## config.mk

```make
export PLATFORM = sky130hd
export DESIGN_NAME = fpaddsub_seq
export DESIGN_NICKNAME = d
export VERILOG_FILES = /design/src/rtl/fpaddsub_seq.sv
export SDC_FILE = /design/constraint.sdc
export NUM_CORES = 1
export LEC_CHECK = 0
export BUFFER_PORTS_ARGS = -buffer_cell sky130_fd_sc_hd__buf_2
export CAP_MARGIN = 20
export CORE_ASPECT_RATIO = 1.4
export CORE_MARGIN = 1
export CORE_UTILIZATION = 55
export CTS_CLUSTER_SIZE = 28
export DETAILED_ROUTE_END_ITERATION = 7
export PLACE_DENSITY = 0.71
export SYNTH_ARGS = -nofsm -noshare
export SYNTH_HDL_FRONTEND = slang
export SYNTH_SLANG_ARGS = --single-unit
```

## constraint.sdc

```tcl
create_clock -name clk -period 10.85 [get_ports clk]
set_clock_uncertainty 0.1 [all_clocks]
set_input_delay 1.6275 -clock clk [delete_from_list [all_inputs] [get_ports clk]]
set_output_delay 1.6275 -clock clk [all_outputs]
set_load 0.02 [all_outputs]
```

## src/rtl/fpaddsub_seq.sv

```systemverilog
// rtl/fpaddsub_seq.sv - multi-cycle handshaked binary32 add/subtract; define FPADDSUB_RNE_EN for round-to-nearest-even (default truncate)
module fpaddsub_seq (
    input  logic        clk,
    input  logic        rst,
    input  logic        in_valid,
    output logic        in_ready,
    input  logic [31:0] a,
    input  logic [31:0] b,
    input  logic        op,
    output logic        out_valid,
    input  logic        out_ready,
    output logic [31:0] out,
    output logic [2:0]  flags
);
    typedef enum logic [2:0] {IDLE, ALIGN, ADD, NORM, ROUND, DONE} state_t;
    state_t state, state_nx;

    logic [31:0]       ra, rb;          // captured operands, rb already sign-flipped for subtract
    logic              sgn_l, sgn_s;    // signs of larger / smaller magnitude operand
    logic [7:0]        exp_l;
    logic [26:0]       man_l, man_s;    // 24-bit significand + guard, round, sticky
    logic [27:0]       sum;
    logic              sgn_r;
    logic signed [9:0] exp_r;
    logic [26:0]       man_n;
    logic              flushed;
    logic              spec, spec_inv;
    logic [31:0]       spec_val;

    function automatic logic [4:0] lzc27(input logic [26:0] v);
        lzc27 = 5'd27;
        for (int i = 0; i <= 26; i++)
            if (v[i]) lzc27 = 5'(26 - i);
    endfunction

    // ALIGN: unpack, flush denormals, order by magnitude, shift smaller into the GRS field
    logic [7:0]  ea, eb, dexp;
    logic [30:0] mag_a, mag_b;
    logic [26:0] fa, fb, fsmall, lost_mask, shifted;
    logic        swap, nan_a, nan_b, inf_a, inf_b;
    logic [31:0] spec_val_nx;
    logic        spec_inv_nx;
    always_comb begin
        ea        = ra[30:23];
        eb        = rb[30:23];
        mag_a     = (ea == 8'd0) ? 31'd0 : ra[30:0];
        mag_b     = (eb == 8'd0) ? 31'd0 : rb[30:0];
        fa        = (ea == 8'd0) ? 27'd0 : {1'b1, ra[22:0], 3'b000};
        fb        = (eb == 8'd0) ? 27'd0 : {1'b1, rb[22:0], 3'b000};
        swap      = mag_b > mag_a;
        dexp      = swap ? (eb - ea) : (ea - eb);
        fsmall    = swap ? fa : fb;
        lost_mask = (27'd1 << dexp[4:0]) - 27'd1;
        if (dexp >= 8'd27)
            shifted = {26'd0, |fsmall};
        else
            shifted = (fsmall >> dexp) | {26'd0, |(fsmall & lost_mask)};
        nan_a = (ea == 8'hFF) && (ra[22:0] != 23'd0);
        nan_b = (eb == 8'hFF) && (rb[22:0] != 23'd0);
        inf_a = (ea == 8'hFF) && (ra[22:0] == 23'd0);
        inf_b = (eb == 8'hFF) && (rb[22:0] == 23'd0);
        spec_inv_nx = 1'b0;
        if (nan_a || nan_b)
            spec_val_nx = 32'h7FC00000;
        else if (inf_a && inf_b && (ra[31] != rb[31])) begin
            spec_val_nx = 32'h7FC00000;
            spec_inv_nx = 1'b1;
        end else if (inf_a)
            spec_val_nx = {ra[31], 8'hFF, 23'd0};
        else
            spec_val_nx = {rb[31], 8'hFF, 23'd0};
    end

    // ADD: magnitude add or subtract; larger-minus-smaller never goes negative
    logic [27:0] sum_nx;
    logic        sgn_r_nx;
    always_comb begin
        if (sgn_l == sgn_s)
            sum_nx = {1'b0, man_l} + {1'b0, man_s};
        else
            sum_nx = {1'b0, man_l} - {1'b0, man_s};
        sgn_r_nx = (sgn_l != sgn_s && sum_nx == 28'd0) ? 1'b0 : sgn_l;
    end

    // NORM: bring the leading one to bit 26, flush anything that lands at or below exponent zero
    logic [4:0]        lz;
    logic [26:0]       man_n_nx;
    logic signed [9:0] exp_n_nx;
    logic              flushed_nx;
    always_comb begin
        lz         = lzc27(sum[26:0]);
        flushed_nx = 1'b0;
        if (sum[27]) begin
            man_n_nx = {sum[27:2], sum[1] | sum[0]};
            exp_n_nx = $signed({2'b00, exp_l}) + 10'sd1;
        end else if (sum[26:0] == 27'd0) begin
            man_n_nx = 27'd0;
            exp_n_nx = 10'sd0;
        end else begin
            man_n_nx = sum[26:0] << lz;
            exp_n_nx = $signed({2'b00, exp_l}) - $signed({5'd0, lz});
            if (exp_n_nx <= 10'sd0) begin
                man_n_nx   = 27'd0;
                exp_n_nx   = 10'sd0;
                flushed_nx = 1'b1;
            end
        end
    end

    // ROUND: a rounding carry out of the fraction ripples straight into the exponent field
    logic        inc;
    logic [30:0] mag_rnd;
    logic [31:0] out_nx;
    logic [2:0]  flags_nx;
    always_comb begin
`ifdef FPADDSUB_RNE_EN
        inc = man_n[2] & (man_n[1] | man_n[0] | man_n[3]);
`else
        inc = 1'b0;
`endif
        mag_rnd = {exp_r[7:0], man_n[25:3]} + {30'd0, inc};
        if (spec) begin
            out_nx   = spec_val;
            flags_nx = {spec_inv, 2'b00};
        end else if (man_n == 27'd0) begin
            out_nx   = {sgn_r, 31'd0};
            flags_nx = {2'b00, flushed};
        end else if (exp_r >= 10'sd255 || mag_rnd[30:23] == 8'hFF) begin
            out_nx   = {sgn_r, 8'hFF, 23'd0};
            flags_nx = 3'b011;
        end else begin
            out_nx   = {sgn_r, mag_rnd};
            flags_nx = {2'b00, |man_n[2:0]};
        end
    end

    // FSM state register
    always_ff @(posedge clk or posedge rst) begin
        if (rst) state <= IDLE;
        else     state <= state_nx;
    end

    // FSM next state: one fixed walk per operation, DONE waits for the consumer
    always_comb begin
        state_nx = state;
        case (state)
            IDLE:    if (in_valid) state_nx = ALIGN;
            ALIGN:   state_nx = ADD;
            ADD:     state_nx = NORM;
            NORM:    state_nx = ROUND;
            ROUND:   state_nx = DONE;
            DONE:    if (out_valid && out_ready) state_nx = IDLE;
            default: state_nx = IDLE;
        endcase
    end

    assign in_ready = (state == IDLE);

    // Datapath registers; DONE spends its first cycle publishing the result before raising out_valid
    always_ff @(posedge clk or posedge rst) begin
        if (rst) begin
            ra <= '0; rb <= '0;
            sgn_l <= 1'b0; sgn_s <= 1'b0; exp_l <= '0; man_l <= '0; man_s <= '0;
            spec <= 1'b0; spec_inv <= 1'b0; spec_val <= '0;
            sum <= '0; sgn_r <= 1'b0; exp_r <= '0; man_n <= '0; flushed <= 1'b0;
            out <= '0; flags <= '0; out_valid <= 1'b0;
        end else begin
            case (state)
                IDLE: if (in_valid) begin
                    ra <= a;
                    rb <= b ^ {op, 31'd0};
                end
                ALIGN: begin
                    sgn_l    <= swap ? rb[31] : ra[31];
                    sgn_s    <= swap ? ra[31] : rb[31];
                    exp_l    <= swap ? eb : ea;
                    man_l    <= swap ? fb : fa;
                    man_s    <= shifted;
                    spec     <= nan_a | nan_b | inf_a | inf_b;
                    spec_val <= spec_val_nx;
                    spec_inv <= spec_inv_nx;
                end
                ADD: begin
                    sum   <= sum_nx;
                    sgn_r <= sgn_r_nx;
                end
                NORM: begin
                    man_n   <= man_n_nx;
                    exp_r   <= exp_n_nx;
                    flushed <= flushed_nx;
                end
                ROUND: begin
                    out   <= out_nx;
                    flags <= flags_nx;
                end
                DONE: begin
                    if (!out_valid)
                        out_valid <= 1'b1;
                    else if (out_ready)
                        out_valid <= 1'b0;
                end
                default: ;
            endcase
        end
    end
endmodule

```

==> flow_metrics.tcl, run 1 <==
set metrics [dict create \
    run_status "complete, but fails checks" \
    violations "DRC" \
    totalWireLength_mm 57.6 \
    via_per_inst 6.53 \
    num_vias 16200 \
    h-tree-depth 1 \
    drt_pass1_iterations 8 \
    path_cells "nor4_1 > nand2_1 > buf_4 > nand2_1 > inv_1 > ha_1 > nand2_1 > nor4_1 > o21ai_0 > o2111ai_1 > o211a_4 > buf_12 > mux2i_1 > xnor2_1 > nand2_2 > nor3_1 > o2111ai_1 > a41oi_1" \
    final-seq-area_um2 5910 \
    ios 106 \
    clk_pin_slew_worst_paths_ns 0.07 \
    crit_required_ns 11.21 \
    overflow 0 \
    ctsResizeCount 0 \
    met1_usage_pct 38.6 \
    yosysTopAreaCell "dfrtp_1" \
    die_x_um 152 \
    die_y_um 213 \
    cp_max_fo 103 \
    ys_ff_latch 236 \
    setup-violations-final 0 \
    synth_common_cells "245 x nand2_1, 236 x dfrtp_1, 178 x o21ai_0" \
    multiInputGateArea_um2 10600 \
    r2r_cells 18 \
    start_util_pct 56.2 \
    ant_nets 0 \
    fillers 2777 \
    critPathArrivalTime_ns 6.56 \
    synth_area_um2 17400 \
    yosys-top-cells-area "dfrtp_1 34%, ha_1 5.5%, nand2_1 5.3%" \
    cts_tree "yes" \
    grt_pass1_wl_mm 90.1 \
    grtUsageTotal_pct 36.1 \
    end_kind "flop" \
    cts-root-buf "clkbuf_16" \
    numClockSinks 236 \
    drive_gt1_share_pct 14.3 \
    syn_nets 2200 \
    cts_max_path_buffers 3 \
    synth.most_common_cell "nand2_1" \
    grt_use_met3_pct 4.12 \
    antenna_found_initial 0 \
    nets 2218 \
    diodes 0 \
    top_usage_layer "met2" \
    ys_types 96 \
    synth-seq-area-share_pct 33.9 \
    grt_pass1_vias 16100 \
    dp_hpwl_mm 44.4 \
    drc 5 \
    r2r_setup_slack_ns 4.65 \
    crit_top_cell "nand2_1" \
    start_kind "flop" \
    yosysWarnings 0 \
    finalCriticalPeriod_ns 6.20 \
    area_delta_synth_final_pct 8.33 \
    setup_tns_ns 0 \
    synth_cells 2050 \
    grt_setup_unrepaired "false" \
    grt_max_degree 104 \
    cts_setup_buffers 0 \
    finalCritPeriodShare_pct 57.2 \
    cpPeakStageDelay_ns 0.57 \
    row_count 76 \
    drt_iter0_markers 1101 \
    cts_buffers 25 \
    place.gp.congestion 0.982 \
    avgSynthCellArea_um2 8.49 \
    worst_pin_slew_ns 0.977 \
    insertion_delay_ns 0.56 \
    max_freq_ghz 0.161 \
    core_area_um2 31000 \
    criticalPathCategory "flop to flop" \
    synth_edf_count 0 \
    max_cap_viol_count 0 \
    critPathSlowestCell "nor3_1" \
    synth_top_cell_area_share_pct 33.9 \
    hold_viol_final 0 \
    portBuffers 105 \
    detail_route.wl_per_cell_um 23.3 \
    yosys_most_used_dff "dfrtp_1" \
    slew_violations 0 \
    postSynth.asyncResetShare_pct 100 \
    worstHoldPathType "flop to flop" \
    grt.met2_usage_pct 65.0 \
    hold_path_depth 2 \
    timing.max_slew.rel_slack_pct 33.6 \
    dieArea_um2 32400 \
    holdBufCountCts 0 \
]
==> layer usage <==
layer / routed length (µm) / part of all wire (%) / vias to the layer above
li1: - / - / 7532
met1: 21100 / 37 / 7799
met2: 29100 / 50 / 603
met3: 2600 / 4.5 / 235
met4: 4920 / 8.5 / 0
met5: 0 / 0 / -
==> stage by stage <==
stage / hold WS (ns) / setup WS (ns) / util [%] / area (µm²) / cells
after floorplan: 0.335 / 2.65 / - / 17400 / 2050
after global placement: 0.347 / 4.86 / 58.1 / 18000 / 2430
after detailed placement: 0.359 / 4.78 / 58.1 / 18000 / 2430
after CTS: 0.375 / 4.74 / 60.7 / 18800 / 2476
after global routing: 0.396 / 4.29 / 60.8 / 18900 / 2477
final: 0.368 / 4.65 / 60.8 / 18900 / 2477
==> flip-flops by register name (all words and copies together), names as in the netlist, 8 cells and up <==
name and count:
sum 28, man_l 24, rb 32, man_n 27
exp_l 8, out 32, exp_r 10, ra 32
man_s 27
==> path summary, 6_finish.rpt <==
| path | from | endpoint |
|---|---|---|
| setup reg to reg | rb[28]$_DFFE_PP0P_ | man_s[0]$_DFFE_PP0P_ |
| hold / removal | flags[2]$_DFFE_PP0N_ | flags[2]$_DFFE_PP0N_ |
| setup / recovery | rb[28]$_DFFE_PP0P_ | man_s[0]$_DFFE_PP0P_ |
| max in group asynchronous | rst | sum[13]$_DFFE_PP0P_ |
| min in group asynchronous | rst | flags[2]$_DFFE_PP0N_ |
| hold reg to reg | flags[2]$_DFFE_PP0N_ | flags[2]$_DFFE_PP0N_ |
==> placed cells by master (no fill, tap or decap), types with 9 or more instances in the layout <==
master,n
and3_1,17
dfrtp_1,236
nor4_1,37
mux2i_1,45
a32oi_1,15
o31ai_1,18
clkbuf_16,25
nor2_1,156
o21bai_1,9
nand4_1,24
o211ai_1,16
nand2_1,244
nand2b_1,9
inv_1,85
mux2_2,66
and2_1,12
a21oi_1,149
xor2_1,27
nor3_1,39
o21ai_1,14
xnor2_1,36
mux4_2,25
a21o_1,18
o21ai_0,178
buf_4,24
buf_2,105
nand3_1,113
a31oi_1,24
a22o_1,27
o22ai_1,13
ha_1,77
==> logic make-up after synthesis <==
group	after synthesis	synth area share (%)
flip-flops	236	33.9
AO/OA/AOI/OAI	581	21.2
XOR/XNOR	65	3.36
AND/OR/NAND/NOR	716	19.4
multiplexers	143	10.6
adder cells (fa/ha/maj)	81	5.99
buffers and inverters	228	5.47
==> critical path: cells and delay by family, from the launching register on <==
kind                     cells  cell delay, ns
adder cells (fa/ha/maj)      1            0.30
AO/OA/AOI/OAI                5            1.38
AND/OR/NAND/NOR              7            2.27
flip-flops                   1            0.42
buffers and inverters        3            0.82
XOR/XNOR                     1            0.46
multiplexers                 1            0.22
==> final cells by class <==
cell class                 instances  share of cell area, %
inverter                          88                   1.79
multi-input combinational       1586                   56.0
tap                              390                   2.59
sequential                       236                   31.3
clock buffer                      33                   3.64
timing repair buffer             131                   3.99
clock inverter                    13                  0.637
Power of run 1 is not shown: default switching activity piles up to over one toggle a cycle in this logic, so the estimate is an artifact.
==> run 2, diff against run 1 <==
PLACE_DENSITY = 0.74   (was 0.71)
clock period = 5.5 ns   (was 10.85 ns; I/O delays follow)
==> run 2 against run 1 <==
Against the previous run: global-route usage increased by 0.40 points; via count increased by 2.8%; the flow still finishes with violations (DRC); utilization increased by 2.4 points; worst setup slack got worse by 4.5 ns; first-iteration DRC count increased by 19%; flip-flop and latch count unchanged; critical path type unchanged; hold slack got worse by 0.0081 ns; design area increased by 4.0%; maximum frequency increased by 16%; final cell count increased by 3.7%.
==> flow_metrics.tcl, run 2 (synthesis gave the netlist of run 1 again) <==
set metrics [dict create \
    run_status "complete, but fails checks" \
    violations "DRC" \
    critPathArrivalTime_ns 5.64 \
    insertion_delay_ns 0.57 \
    clk_pin_slew_worst_paths_ns 0.07 \
    grtUsageTotal_pct 36.5 \
    die_x_um 152 \
    critPathSlowestCell "o211a_2" \
    drt_iter0_markers 1312 \
    min_to "ra[30]$_DFFE_PP0P_" \
    criticalPathCategory "flop to flop" \
    cts_setup_buffers 0 \
    portBuffers 105 \
    grt_pass1_vias 16600 \
    cts_buffers 24 \
    worstHoldPathType "input pin to flop" \
    area_delta_synth_final_pct 12.7 \
    crit_required_ns 5.81 \
    drive_gt1_share_pct 18.0 \
    hold_path_depth 3 \
    timing.max_slew.rel_slack_pct 29.1 \
    dp_hpwl_mm 45.5 \
    die_y_um 213 \
    reg_top3 "out (32), ra (32), rb (32)" \
    end_kind "flop" \
    h-tree-depth 1 \
    hold_viol_final 0 \
    ios 106 \
    drc 3 \
    cp_max_fo 28 \
    cp_top_family "compound AO/OA/AOI/OAI gates" \
    r2r_start "rb[28]$_DFFE_PP0P_" \
    place.gp.congestion 0.999 \
    max_freq_ghz 0.188 \
    overflow 0 \
    diodes 0 \
    final_common_cell "nand2_1" \
    ant_nets 0 \
    grt_pass1_wl_mm 91.0 \
    crit-reg2reg-capture "man_s[7]$_DFFE_PP0P_" \
    dieArea_um2 32400 \
    slew_violations 0 \
    path_cells "nor4_1 > nand2_1 > buf_12 > nand2_1 > inv_1 > ha_1 > nand3_1 > nor4_1 > o21ai_0 > o2111ai_2 > o211a_2 > mux2i_4 > xor2_2 > nand3_1 > buf_4 > a21oi_1 > o41ai_2" \
    setup_tns_ns 0 \
    start_kind "flop" \
    setup-violations-final 0 \
    r2r_setup_slack_ns 0.17 \
    cts_max_path_buffers 3 \
    num_vias 16600 \
    via_per_inst 6.47 \
    hp-start "a[30]" \
    cts_tree "yes" \
    finalCriticalPeriod_ns 5.33 \
    detail_route.wl_per_cell_um 23.0 \
    start_util_pct 56.2 \
    row_count 76 \
    grt_setup_unrepaired "false" \
    drt_pass1_iterations 7 \
    whs_ns 0.360 \
    path_buf_inv 3 \
    cpPeakStageDelay_ns 0.50 \
    r2r_cells 17 \
    finalCritPeriodShare_pct 96.9 \
    final_cell_mix "244 x nand2_1, 236 x dfrtp_1, 178 x o21ai_0" \
    core_area_um2 31000 \
    antenna_found_initial 1 \
    nets 2315 \
    totalWireLength_mm 59.2 \
    worst_pin_slew_ns 1.06 \
    numClockSinks 236 \
    cts-root-buf "clkbuf_16" \
    grt_max_degree 167 \
    max_cap_viol_count 0 \
]
run 2: cell types whose count changed in the layout (fill, tap and decap cells not counted), moves of 2 or more:
cell and change:
buf_4 +93, clkbuf_8 +2, clkinv_2 -3, inv_6 -2
buf_12 +4
run 2: layer usage:
layer,share of wire (%),global-route usage [%],vias to the layer above
met1,35,37.5,7975
met4,8.9,28.4,2
met5,0.020,0,-
met3,4.7,4.81,271
met2,51,67.5,658
li1,-,-,7718
run 2: area by class of cell:
| type | count | area (µm²) |
|---|---|---|
| fillers | 2773 | 11400 |
| multi-input cells | 1588 | 10600 |
| flip-flops and latches | 236 | 5910 |
| repair buffers | 227 | 1500 |
| clock buffers | 33 | 684 |
| well taps | 390 | 488 |
| inverters | 88 | 334 |
| clock inverters | 7 | 90.1 |
run 2: worst min-delay path, stage by stage:
cell and delay [ns]:
buf_2 0.07, nand2_1 0.03, o21ai_0 0.06
run 2: metrics by stage:
stage / instance area, µm² / setup WS (ns) / utilization, % / instances
6_report: 19600 / 0.172 / 63.3 / 2569
5_1_grt: 19600 / 0.0375 / 63.3 / 2569
4_1_cts: 19600 / 0.249 / 63.1 / 2567
3_5_place_dp: 18800 / 0.306 / 60.6 / 2527
3_3_place_gp: 18800 / 0.449 / 60.6 / 2527
2_1_floorplan: 17400 / 0.985 / - / 2050
run 2: worst max-delay path by stage:
stage | from | end | slack (ns) | cells past startpoint
6_report | rb[28]$_DFFE_PP0P_ | man_s[7]$_DFFE_PP0P_ | 0.17 | 17
5_1_grt | rb[28]$_DFFE_PP0P_ | man_s[20]$_DFFE_PP0P_ | 0.04 | 18
3_3_place_gp | rb[28]$_DFFE_PP0P_ | man_s[0]$_DFFE_PP0P_ | 0.45 | 18
3_5_place_dp | rb[28]$_DFFE_PP0P_ | man_s[0]$_DFFE_PP0P_ | 0.31 | 18
4_1_cts | rb[28]$_DFFE_PP0P_ | man_s[0]$_DFFE_PP0P_ | 0.25 | 18
2_1_floorplan | sum[14]$_DFFE_PP0P_ | man_n[0]$_DFFE_PP0N_ | 0.98 | 20
run 2: repair_timing:
action                     4_1_cts  5_1_grt
gates resized for setup          0        3
setup endpoints to repair        0        3
hold buffers                     0        0
Power of run 2 is left out for the same reason.
